<file path="config.mk">
export PLATFORM = sky130hd
export DESIGN_NAME = mem_port_arbiter_flat
export DESIGN_NICKNAME = d
export VERILOG_FILES = /design/src/rtl/mem_port_arbiter_if.sv /design/src/rtl/mem_port_arbiter.sv /design/src/flat_wrapper.sv
export SDC_FILE = /design/constraint.sdc
export NUM_CORES = 1
export LEC_CHECK = 0
export CORE_ASPECT_RATIO = 1.5
export CORE_MARGIN = 10
export CORE_UTILIZATION = 35
export DETAILED_ROUTE_END_ITERATION = 8
export GPL_TIMING_DRIVEN = 0
export PLACE_DENSITY = 0.81
export SETUP_SLACK_MARGIN = 0.02
export SLEW_MARGIN = 20
export SYNTH_ARGS = -nofsm -noshare
export SYNTH_HDL_FRONTEND = slang
export SYNTH_SLANG_ARGS = --single-unit
</file>
<file path="constraint.sdc">
create_clock -name clk -period 5.2 [get_ports clk]
set_input_delay 1.3 -clock clk [delete_from_list [all_inputs] [get_ports clk]]
set_output_delay 1.3 -clock clk [all_outputs]
set_load 0.01 [all_outputs]
</file>
<file path="src/rtl/mem_port_arbiter_if.sv">
// Bundle of requester-side (fetch, load/store) and memory-side signals around the port arbiter.
// The slave view belongs to the arbiter; the master view belongs to the requesters and the memory.
interface mem_port_arbiter_if;
    logic        if_req;
    logic [31:0] if_addr;
    logic        if_gnt;
    logic        if_rvalid;
    logic        if_err;
    logic        ls_req;
    logic        ls_we;
    logic [31:0] ls_addr;
    logic [31:0] ls_wdata;
    logic [3:0]  ls_be;
    logic        ls_gnt;
    logic        ls_rvalid;
    logic        ls_err;
    logic [31:0] rdata;
    logic        addr_sel;
    logic        mem_req;
    logic        mem_we;
    logic [31:0] mem_addr;
    logic [31:0] mem_wdata;
    logic [3:0]  mem_be;
    logic        mem_ready;
    logic [31:0] mem_rdata;

    modport slave (
        input  if_req, if_addr, ls_req, ls_we, ls_addr, ls_wdata, ls_be, mem_ready, mem_rdata,
        output if_gnt, if_rvalid, if_err, ls_gnt, ls_rvalid, ls_err, rdata,
        output addr_sel, mem_req, mem_we, mem_addr, mem_wdata, mem_be
    );

    modport master (
        output if_req, if_addr, ls_req, ls_we, ls_addr, ls_wdata, ls_be, mem_ready, mem_rdata,
        input  if_gnt, if_rvalid, if_err, ls_gnt, ls_rvalid, ls_err, rdata,
        input  addr_sel, mem_req, mem_we, mem_addr, mem_wdata, mem_be
    );
endinterface

</file>
<file path="src/rtl/mem_port_arbiter.sv">
// Shares one 32-bit memory port between instruction fetch and load/store, one access at a time,
// with round-robin on conflicts and a per-access timeout.
module mem_port_arbiter #(
    parameter int TIMEOUT = 16,
    parameter int CNT_W   = 5
) (
    input  logic               clk,
    input  logic               rst,
    mem_port_arbiter_if.slave  bus
);
    typedef enum logic [1:0] {
        IDLE    = 2'd0,
        IF_BUSY = 2'd1,
        LS_BUSY = 2'd2
    } state_t;

    state_t            state_reg;
    logic              last_ls_reg;
    logic [CNT_W-1:0]  cnt_reg;
    logic              addr_sel_reg;
    logic              mem_req_reg;
    logic              mem_we_reg;
    logic [31:0]       mem_addr_reg;
    logic [31:0]       mem_wdata_reg;
    logic [3:0]        mem_be_reg;
    logic              if_gnt_reg;
    logic              ls_gnt_reg;

    logic              busy;
    logic              done;
    logic              expire;
    logic              grant_ls;
    logic              grant_if;
    logic [31:0]       addr_mux;

    assign busy   = (state_reg != IDLE);
    assign done   = busy && bus.mem_ready;
    // mem_ready on the final allowed cycle still completes the access normally
    assign expire = busy && !bus.mem_ready && (cnt_reg == CNT_W'(TIMEOUT - 1));

    // On a conflict the requester that did not own the port last time wins
    assign grant_ls = (state_reg == IDLE) && bus.ls_req && (!bus.if_req || !last_ls_reg);
    assign grant_if = (state_reg == IDLE) && bus.if_req && !grant_ls;
    assign addr_mux = grant_ls ? bus.ls_addr : bus.if_addr;

    assign bus.if_rvalid = done   && (state_reg == IF_BUSY);
    assign bus.ls_rvalid = done   && (state_reg == LS_BUSY);
    assign bus.if_err    = expire && (state_reg == IF_BUSY);
    assign bus.ls_err    = expire && (state_reg == LS_BUSY);
    assign bus.rdata     = (done && !mem_we_reg) ? bus.mem_rdata : 32'd0;

    assign bus.if_gnt    = if_gnt_reg;
    assign bus.ls_gnt    = ls_gnt_reg;
    assign bus.addr_sel  = addr_sel_reg;
    assign bus.mem_req   = mem_req_reg;
    assign bus.mem_we    = mem_we_reg;
    assign bus.mem_addr  = mem_addr_reg;
    assign bus.mem_wdata = mem_wdata_reg;
    assign bus.mem_be    = mem_be_reg;

    always_ff @(posedge clk or posedge rst) begin
        if (rst) begin
            state_reg     <= IDLE;
            last_ls_reg   <= 1'b0;
            cnt_reg       <= '0;
            addr_sel_reg  <= 1'b0;
            mem_req_reg   <= 1'b0;
            mem_we_reg    <= 1'b0;
            mem_addr_reg  <= 32'd0;
            mem_wdata_reg <= 32'd0;
            mem_be_reg    <= 4'd0;
            if_gnt_reg    <= 1'b0;
            ls_gnt_reg    <= 1'b0;
        end else begin
            if_gnt_reg <= 1'b0;
            ls_gnt_reg <= 1'b0;
            case (state_reg)
                IDLE: begin
                    if (grant_ls) begin
                        state_reg     <= LS_BUSY;
                        last_ls_reg   <= 1'b1;
                        cnt_reg       <= '0;
                        addr_sel_reg  <= 1'b1;
                        mem_req_reg   <= 1'b1;
                        mem_we_reg    <= bus.ls_we;
                        mem_addr_reg  <= addr_mux;
                        mem_wdata_reg <= bus.ls_wdata;
                        mem_be_reg    <= bus.ls_be;
                        ls_gnt_reg    <= 1'b1;
                    end else if (grant_if) begin
                        state_reg     <= IF_BUSY;
                        last_ls_reg   <= 1'b0;
                        cnt_reg       <= '0;
                        addr_sel_reg  <= 1'b0;
                        mem_req_reg   <= 1'b1;
                        mem_we_reg    <= 1'b0;
                        mem_addr_reg  <= addr_mux;
                        mem_wdata_reg <= 32'd0;
                        mem_be_reg    <= 4'hF;
                        if_gnt_reg    <= 1'b1;
                    end
                end
                default: begin
                    if (done || expire) begin
                        state_reg   <= IDLE;
                        mem_req_reg <= 1'b0;
                    end else begin
                        cnt_reg <= cnt_reg + 1'b1;
                    end
                end
            endcase
        end
    end
endmodule

</file>
<file path="src/flat_wrapper.sv">
// flat-port wrapper written by rule: the top's interface ports become plain ports
module mem_port_arbiter_flat 
#(
    parameter int TIMEOUT = 16,
    parameter int CNT_W   = 5
)
  (clk, rst, bus_if_req, bus_if_addr, bus_ls_req, bus_ls_we, bus_ls_addr, bus_ls_wdata, bus_ls_be, bus_mem_ready, bus_mem_rdata, bus_if_gnt, bus_if_rvalid, bus_if_err, bus_ls_gnt, bus_ls_rvalid, bus_ls_err, bus_rdata, bus_addr_sel, bus_mem_req, bus_mem_we, bus_mem_addr, bus_mem_wdata, bus_mem_be);
  mem_port_arbiter_if bus_i ();
  input  logic clk;
  input  logic rst;
  input wire logic [$bits(bus_i.if_req)-1:0] bus_if_req;
  input wire logic [$bits(bus_i.if_addr)-1:0] bus_if_addr;
  input wire logic [$bits(bus_i.ls_req)-1:0] bus_ls_req;
  input wire logic [$bits(bus_i.ls_we)-1:0] bus_ls_we;
  input wire logic [$bits(bus_i.ls_addr)-1:0] bus_ls_addr;
  input wire logic [$bits(bus_i.ls_wdata)-1:0] bus_ls_wdata;
  input wire logic [$bits(bus_i.ls_be)-1:0] bus_ls_be;
  input wire logic [$bits(bus_i.mem_ready)-1:0] bus_mem_ready;
  input wire logic [$bits(bus_i.mem_rdata)-1:0] bus_mem_rdata;
  output wire logic [$bits(bus_i.if_gnt)-1:0] bus_if_gnt;
  output wire logic [$bits(bus_i.if_rvalid)-1:0] bus_if_rvalid;
  output wire logic [$bits(bus_i.if_err)-1:0] bus_if_err;
  output wire logic [$bits(bus_i.ls_gnt)-1:0] bus_ls_gnt;
  output wire logic [$bits(bus_i.ls_rvalid)-1:0] bus_ls_rvalid;
  output wire logic [$bits(bus_i.ls_err)-1:0] bus_ls_err;
  output wire logic [$bits(bus_i.rdata)-1:0] bus_rdata;
  output wire logic [$bits(bus_i.addr_sel)-1:0] bus_addr_sel;
  output wire logic [$bits(bus_i.mem_req)-1:0] bus_mem_req;
  output wire logic [$bits(bus_i.mem_we)-1:0] bus_mem_we;
  output wire logic [$bits(bus_i.mem_addr)-1:0] bus_mem_addr;
  output wire logic [$bits(bus_i.mem_wdata)-1:0] bus_mem_wdata;
  output wire logic [$bits(bus_i.mem_be)-1:0] bus_mem_be;
  assign bus_i.if_req = bus_if_req;
  assign bus_i.if_addr = bus_if_addr;
  assign bus_i.ls_req = bus_ls_req;
  assign bus_i.ls_we = bus_ls_we;
  assign bus_i.ls_addr = bus_ls_addr;
  assign bus_i.ls_wdata = bus_ls_wdata;
  assign bus_i.ls_be = bus_ls_be;
  assign bus_i.mem_ready = bus_mem_ready;
  assign bus_i.mem_rdata = bus_mem_rdata;
  assign bus_if_gnt = bus_i.if_gnt;
  assign bus_if_rvalid = bus_i.if_rvalid;
  assign bus_if_err = bus_i.if_err;
  assign bus_ls_gnt = bus_i.ls_gnt;
  assign bus_ls_rvalid = bus_i.ls_rvalid;
  assign bus_ls_err = bus_i.ls_err;
  assign bus_rdata = bus_i.rdata;
  assign bus_addr_sel = bus_i.addr_sel;
  assign bus_mem_req = bus_i.mem_req;
  assign bus_mem_we = bus_i.mem_we;
  assign bus_mem_addr = bus_i.mem_addr;
  assign bus_mem_wdata = bus_i.mem_wdata;
  assign bus_mem_be = bus_i.mem_be;
  mem_port_arbiter #(.TIMEOUT(TIMEOUT), .CNT_W(CNT_W)) u_core (.clk(clk), .rst(rst), .bus(bus_i));
endmodule
</file>
## Word level (Yosys, flattened, before mapping)

Index checks and enable logic that the tools add are counted.

- Logic and storage cells: 70
- Output and inout port bits: 109
- Flip-flop bits (word level): 80
- Input bits: 138

- Eq/ne operators: 5
- Multiplexer cells: 28
- Add/subtract/negate cells: 1
- Reduce and logical (&&, ||, !) cells: 26

Operators by type and width:

| kind | count |
|---|---|
| $mux W32 | 6 |
| $mux W5 | 4 |
| $logic_and A1 B1 Y1 | 12 |
| $mux W1 | 12 |
| $mux W2 | 4 |
| $mux W4 | 2 |
| $reduce_and A2 Y1 | 3 |
| $reduce_bool A2 Y1 | 3 |
| $add A5 B1 Y5 const B | 1 |
| $eq A5 B4 Y1 const B | 1 |
| $logic_not A1 Y1 | 5 |
| $ne A3 B1 Y1 const B | 1 |
| $eq A2 B1 Y1 const B | 1 |
| $eq A2 B2 Y1 const B | 1 |
| $logic_not A2 Y1 | 1 |
| $logic_or A1 B1 Y1 | 2 |
| $ne A2 B1 Y1 const B | 1 |

## Logic depth before layout (Yosys ltp)

Gate-level depths: netlist (run 1).

- Word-level depth: 8
- Depth in mapped cells: 7
- Mapped depth without buffers: 7

## Worst setup path after synthesis (run 1)

Ideal clock, no wire load.

- Path kind: input-to-output
- From: in bus_mem_ready
- To: out bus_rdata[10]
- Buffers on the path: 1
- Cell stages on the path: 3
- Path slack: 1867 ps
- Arrival time: 2033 ps
- Required time: 3900 ps
- Cells stage by stage: nor3b_1 -> clkbuf_1 -> and2_1

- Cells in the longest elaborated chain, start to end: 3

Ends and longest elaborated chain:

| element | line | RTL |
|---|---|---|
| start: declaration | flat_wrapper.sv:18 | `input wire logic [$bits(bus_i.mem_ready)-1:0] bus_mem_ready;` |
| $logic_and A1 B1 Y1 | mem_port_arbiter.sv:37 | `assign done = busy && bus.mem_ready;` |
| $logic_and A1 B1 Y1 | mem_port_arbiter.sv:50 | `assign bus.rdata = (done && !mem_we_reg) ? bus.mem_rdata : 32'd0;` |
| $mux W32 | mem_port_arbiter.sv:50 |  |
| end: declaration | flat_wrapper.sv:26 | `output wire logic [$bits(bus_i.rdata)-1:0] bus_rdata;` |

Every way passes these cells.

## Worst setup path after layout (run 1)

- From: in bus_mem_ready
- To: out bus_rdata[6]

The elaborated chain is that of the path after synthesis.

==> results of run 1 <==
placed cells by master, fill, tap and decap left out, types with 2 or more instances in the layout:
cell / Yosys / layout
buf_4: 2 / 2
clkdlybuf4s50_1: 0 / 246
buf_2: 14 / 14
clkinv_2: 0 / 4
a21oi_1: 65 / 65
o21ai_0: 2 / 2
nand2_1: 37 / 37
clkinvlp_4: 0 / 2
a22o_1: 34 / 34
and3_1: 2 / 2
a21o_1: 2 / 2
and3b_1: 2 / 2
clkbuf_16: 0 / 9
clkbuf_1: 8 / 8
ha_1: 2 / 2
o22a_1: 5 / 5
nor2_1: 34 / 34
o2bb2ai_1: 2 / 2
and2_1: 32 / 32
nand3_1: 2 / 2
nor4bb_1: 2 / 2
dfrtp_1: 80 / 80
metal layers:
metal,track usage [%],part of all wire (%)
met3,7.63,9.2
met5,0,0
met1,20.0,37
met2,31.4,53
met4,4.34,1.3
worst paths after layout:
path                            slack (ns)                                    to  cells past startpoint
worst max-delay path                  0.45                          bus_rdata[6]                      5
worst min-delay path                  0.49         u_core.cnt_reg[4]$_DFFE_PP0P_                      1
worst max register to register        3.24         u_core.cnt_reg[1]$_DFFE_PP0P_                      6
worst min register to register        0.49         u_core.cnt_reg[4]$_DFFE_PP0P_                      1
max in group asynchronous             3.27   u_core.bus.mem_addr[25]$_DFFE_PP0P_                      3
min in group asynchronous             1.37  u_core.bus.mem_wdata[22]$_DFFE_PP0P_                      2
area by class of cell:
type	instances	area, sq um	area share [%]
inverter	3	13.8	0.216
buffer	25	126	1.98
sequential	80	2000	31.4
clock buffer	10	239	3.75
timing repair buffer	247	2490	39.0
clock inverter	6	35.0	0.549
multi-input combinational	232	1330	20.8
tap	115	144	2.26
logic make-up (layout without fill, tap and decap cells):
group | count (synthesis) | in the layout | synth area share, %
buf+inv | 28 | 291 | 3.97
simple gates | 117 | 117 | 16.6
flops | 80 | 80 | 57.7
fa+ha+maj | 2 | 2 | 0.721
compound gates | 113 | 113 | 21.0
power breakdown:
part	internal (W)	switching, W
logic	0.000925	0.000837
clock network	0.000332	0.000239
registers	0.000890	0.000159
total	0.00215	0.00123
metrics by stage:
step | util, % | setup slack [ns] | total power (W) | hold slack, ns | cell area (sq um)
2_1_floorplan | - | 1.85 | 0.00187 | 0.456 | 3470
3_3_place_gp | 62.7 | 0.488 | 0.00279 | 0.473 | 6070
3_5_place_dp | 63.0 | 0.472 | 0.00284 | 0.479 | 6100
4_1_cts | 65.8 | 0.468 | 0.00343 | 0.493 | 6380
5_1_grt | 65.8 | 0.322 | 0.00360 | 0.508 | 6380
6_report | 65.8 | 0.449 | 0.00338 | 0.492 | 6380
worst register-to-register path: stages (launching register included):
cell and delay (ns):
dfrtp_1 0.41, ha_1 0.22, and3_1 0.18, ha_1 0.24
nor3_1 0.43, nor2_1 0.16, a22o_1 0.21
==> flow_metrics.env, run 1 <==
export IMPL_status="complete, no violations"
export IMPL_cts_tree="built"
export IMPL_grt_pass1_wl_microns=20800
export IMPL_cts_made_buffers=9
export IMPL_grt_max_degree=47
export IMPL_synth_cell_type_count=30
export IMPL_endpoint_kind="output pin"
export IMPL_worst_pin_slew_ns=0.488
export IMPL_cts_hold_buf=0
export IMPL_seq_area_frac_synth_pct=57.7
export IMPL_yosysTopAreaCellShare_pct=57.7
export IMPL_pin_count=247
export IMPL_hold_class="register to register"
export IMPL_fin_crit_sh_pct=91.4
export IMPL_grt_usage_pct=18.2
export IMPL_post_route_min_period_ns=4.75
export IMPL_netlist_top_cells_area="dfrtp_1 (58%), a21oi_1 (9.4%), a22o_1 (8.6%)"
export IMPL_antenna_found_initial=0
export IMPL_port_buffers=246
export IMPL_rsz0062_at_grt="no"
export IMPL_setup_violations=0
export IMPL_fin_setup_tns_ns=0
export IMPL_syn_avg_cell_area_sq_um=10.2
export IMPL_initial_core_util_pct=35.8
export IMPL_cp_common_cell="clkdlybuf4s50_1"
export IMPL_drtIter0Drc=146
export IMPL_slew_viol_final=0
export IMPL_post_synth_top_count_cell="dfrtp_1"
export IMPL_timing_rr_start="u_core.cnt_reg[0]$_DFFE_PP0P_"
export IMPL_syn_area_sq_um=3470
export IMPL_clock_sinks=80
export IMPL_htreeDepth=3
export IMPL_crit_start="bus_mem_ready"
export IMPL_critPathMaxFanout=10
export IMPL_core_area_sq_um=9690
export IMPL_hold_violations=0
export IMPL_clock_skew_ns=0.00701
export IMPL_drive_gt1_share_pct=6.30
export IMPL_detailroute_via_count=3540
export IMPL_die_w_microns=101
export IMPL_overflow=0
export IMPL_cts_setup_buffers=0
export IMPL_synthArstFlopShare_pct=100
export IMPL_crit_chain="clkdlybuf4s50_1, nor3b_1, clkbuf_1, and2_1, clkdlybuf4s50_1"
export IMPL_antenna_cells=0
export IMPL_cp_top_family="buffers and inverters"
export IMPL_wl_per_cell_microns=19.3
export IMPL_area_growth_pct=83.9
export IMPL_startpoint_type="input pin"
export IMPL_cp_arrival_ns=3.45
export IMPL_cts_resized=0
export IMPL_final_cells=718
export IMPL_cts_root_buf="clkbuf_16"
export IMPL_globalplace_congestion=0.824
export IMPL_first_pass_iters=4
export IMPL_cts_clk_slew_worst_paths_ns=0.06
export IMPL_die_area_sq_um=14400
export IMPL_worst_path_max_delay_cell="clkdlybuf4s50_1"
export IMPL_power_leakage_nw=2.76
export IMPL_yosys_warnings=0
export IMPL_die_y_microns=142
export IMPL_row_count=44
export IMPL_dp_hpwl_microns=11400
export IMPL_fmax_mhz=210
export IMPL_crit_buf_inv=3
export IMPL_vdd_drop_max_mv=0.304
export IMPL_critPathKind="input pin to output pin"
export IMPL_crit_required_ns=3.90
export IMPL_ys_flop_type="dfrtp_1"
export IMPL_via_per_inst=4.93
export IMPL_insertion_delay_ns=0.33
export IMPL_ys_top_cells_by_count="dfrtp_1 (80), a21oi_1 (65), nand2_1 (37)"
export IMPL_ys_ff_latch=80
export IMPL_drc=0
export IMPL_power_density_nw_per_um2=530
export IMPL_yosysTopAreaCell="dfrtp_1"
export IMPL_cpPeakStageDelay_ns=0.60
export IMPL_syn_num_nets=480
export IMPL_synth_edf_count=0
export IMPL_drv_cap=0
export IMPL_dpl_cell_count=702
export IMPL_holdCritStartpoint="u_core.cnt_reg[4]$_DFFE_PP0P_"
export IMPL_finish_net_count=738
export IMPL_wirelength_microns=13900
export IMPL_ctsLongestPathBuffers=2
export IMPL_syn_inst=340
export IMPL_antenna_left=0
export IMPL_grt_pass1_vias=3742
export IMPL_slew_headroom_pct=67.4
export IMPL_num_fill_cells=772
Power figures use the tool's default switching activity.
==> inputs of run 2 (changes only) <==
--- a/config.mk
+++ b/config.mk
@@ -5,6 +5,7 @@
 export SDC_FILE = /design/constraint.sdc
 export NUM_CORES = 1
 export LEC_CHECK = 0
+export CAP_MARGIN = 20
 export CORE_ASPECT_RATIO = 1.5
 export CORE_MARGIN = 10
 export CORE_UTILIZATION = 35
==> constraint.sdc (replaced) <==
create_clock -name clk -period 5.4 [get_ports clk]
set_input_delay 1.35 -clock clk [delete_from_list [all_inputs] [get_ports clk]]
set_output_delay 1.35 -clock clk [all_outputs]
set_load 0.01 [all_outputs]
==> results of run 2 <==
The final DEF is identical to that of run 1. Status: complete, no violations.
Main changes from that run: setup slack after placement 0.472 ns -> 0.572 ns; setup slack after layout 0.449 ns -> 0.549 ns; register-to-register setup slack 3.24 ns -> 3.44 ns; total power 0.00338 W -> 0.00326 W; worst IR drop on VDD 0.304 mV -> 0.293 mV
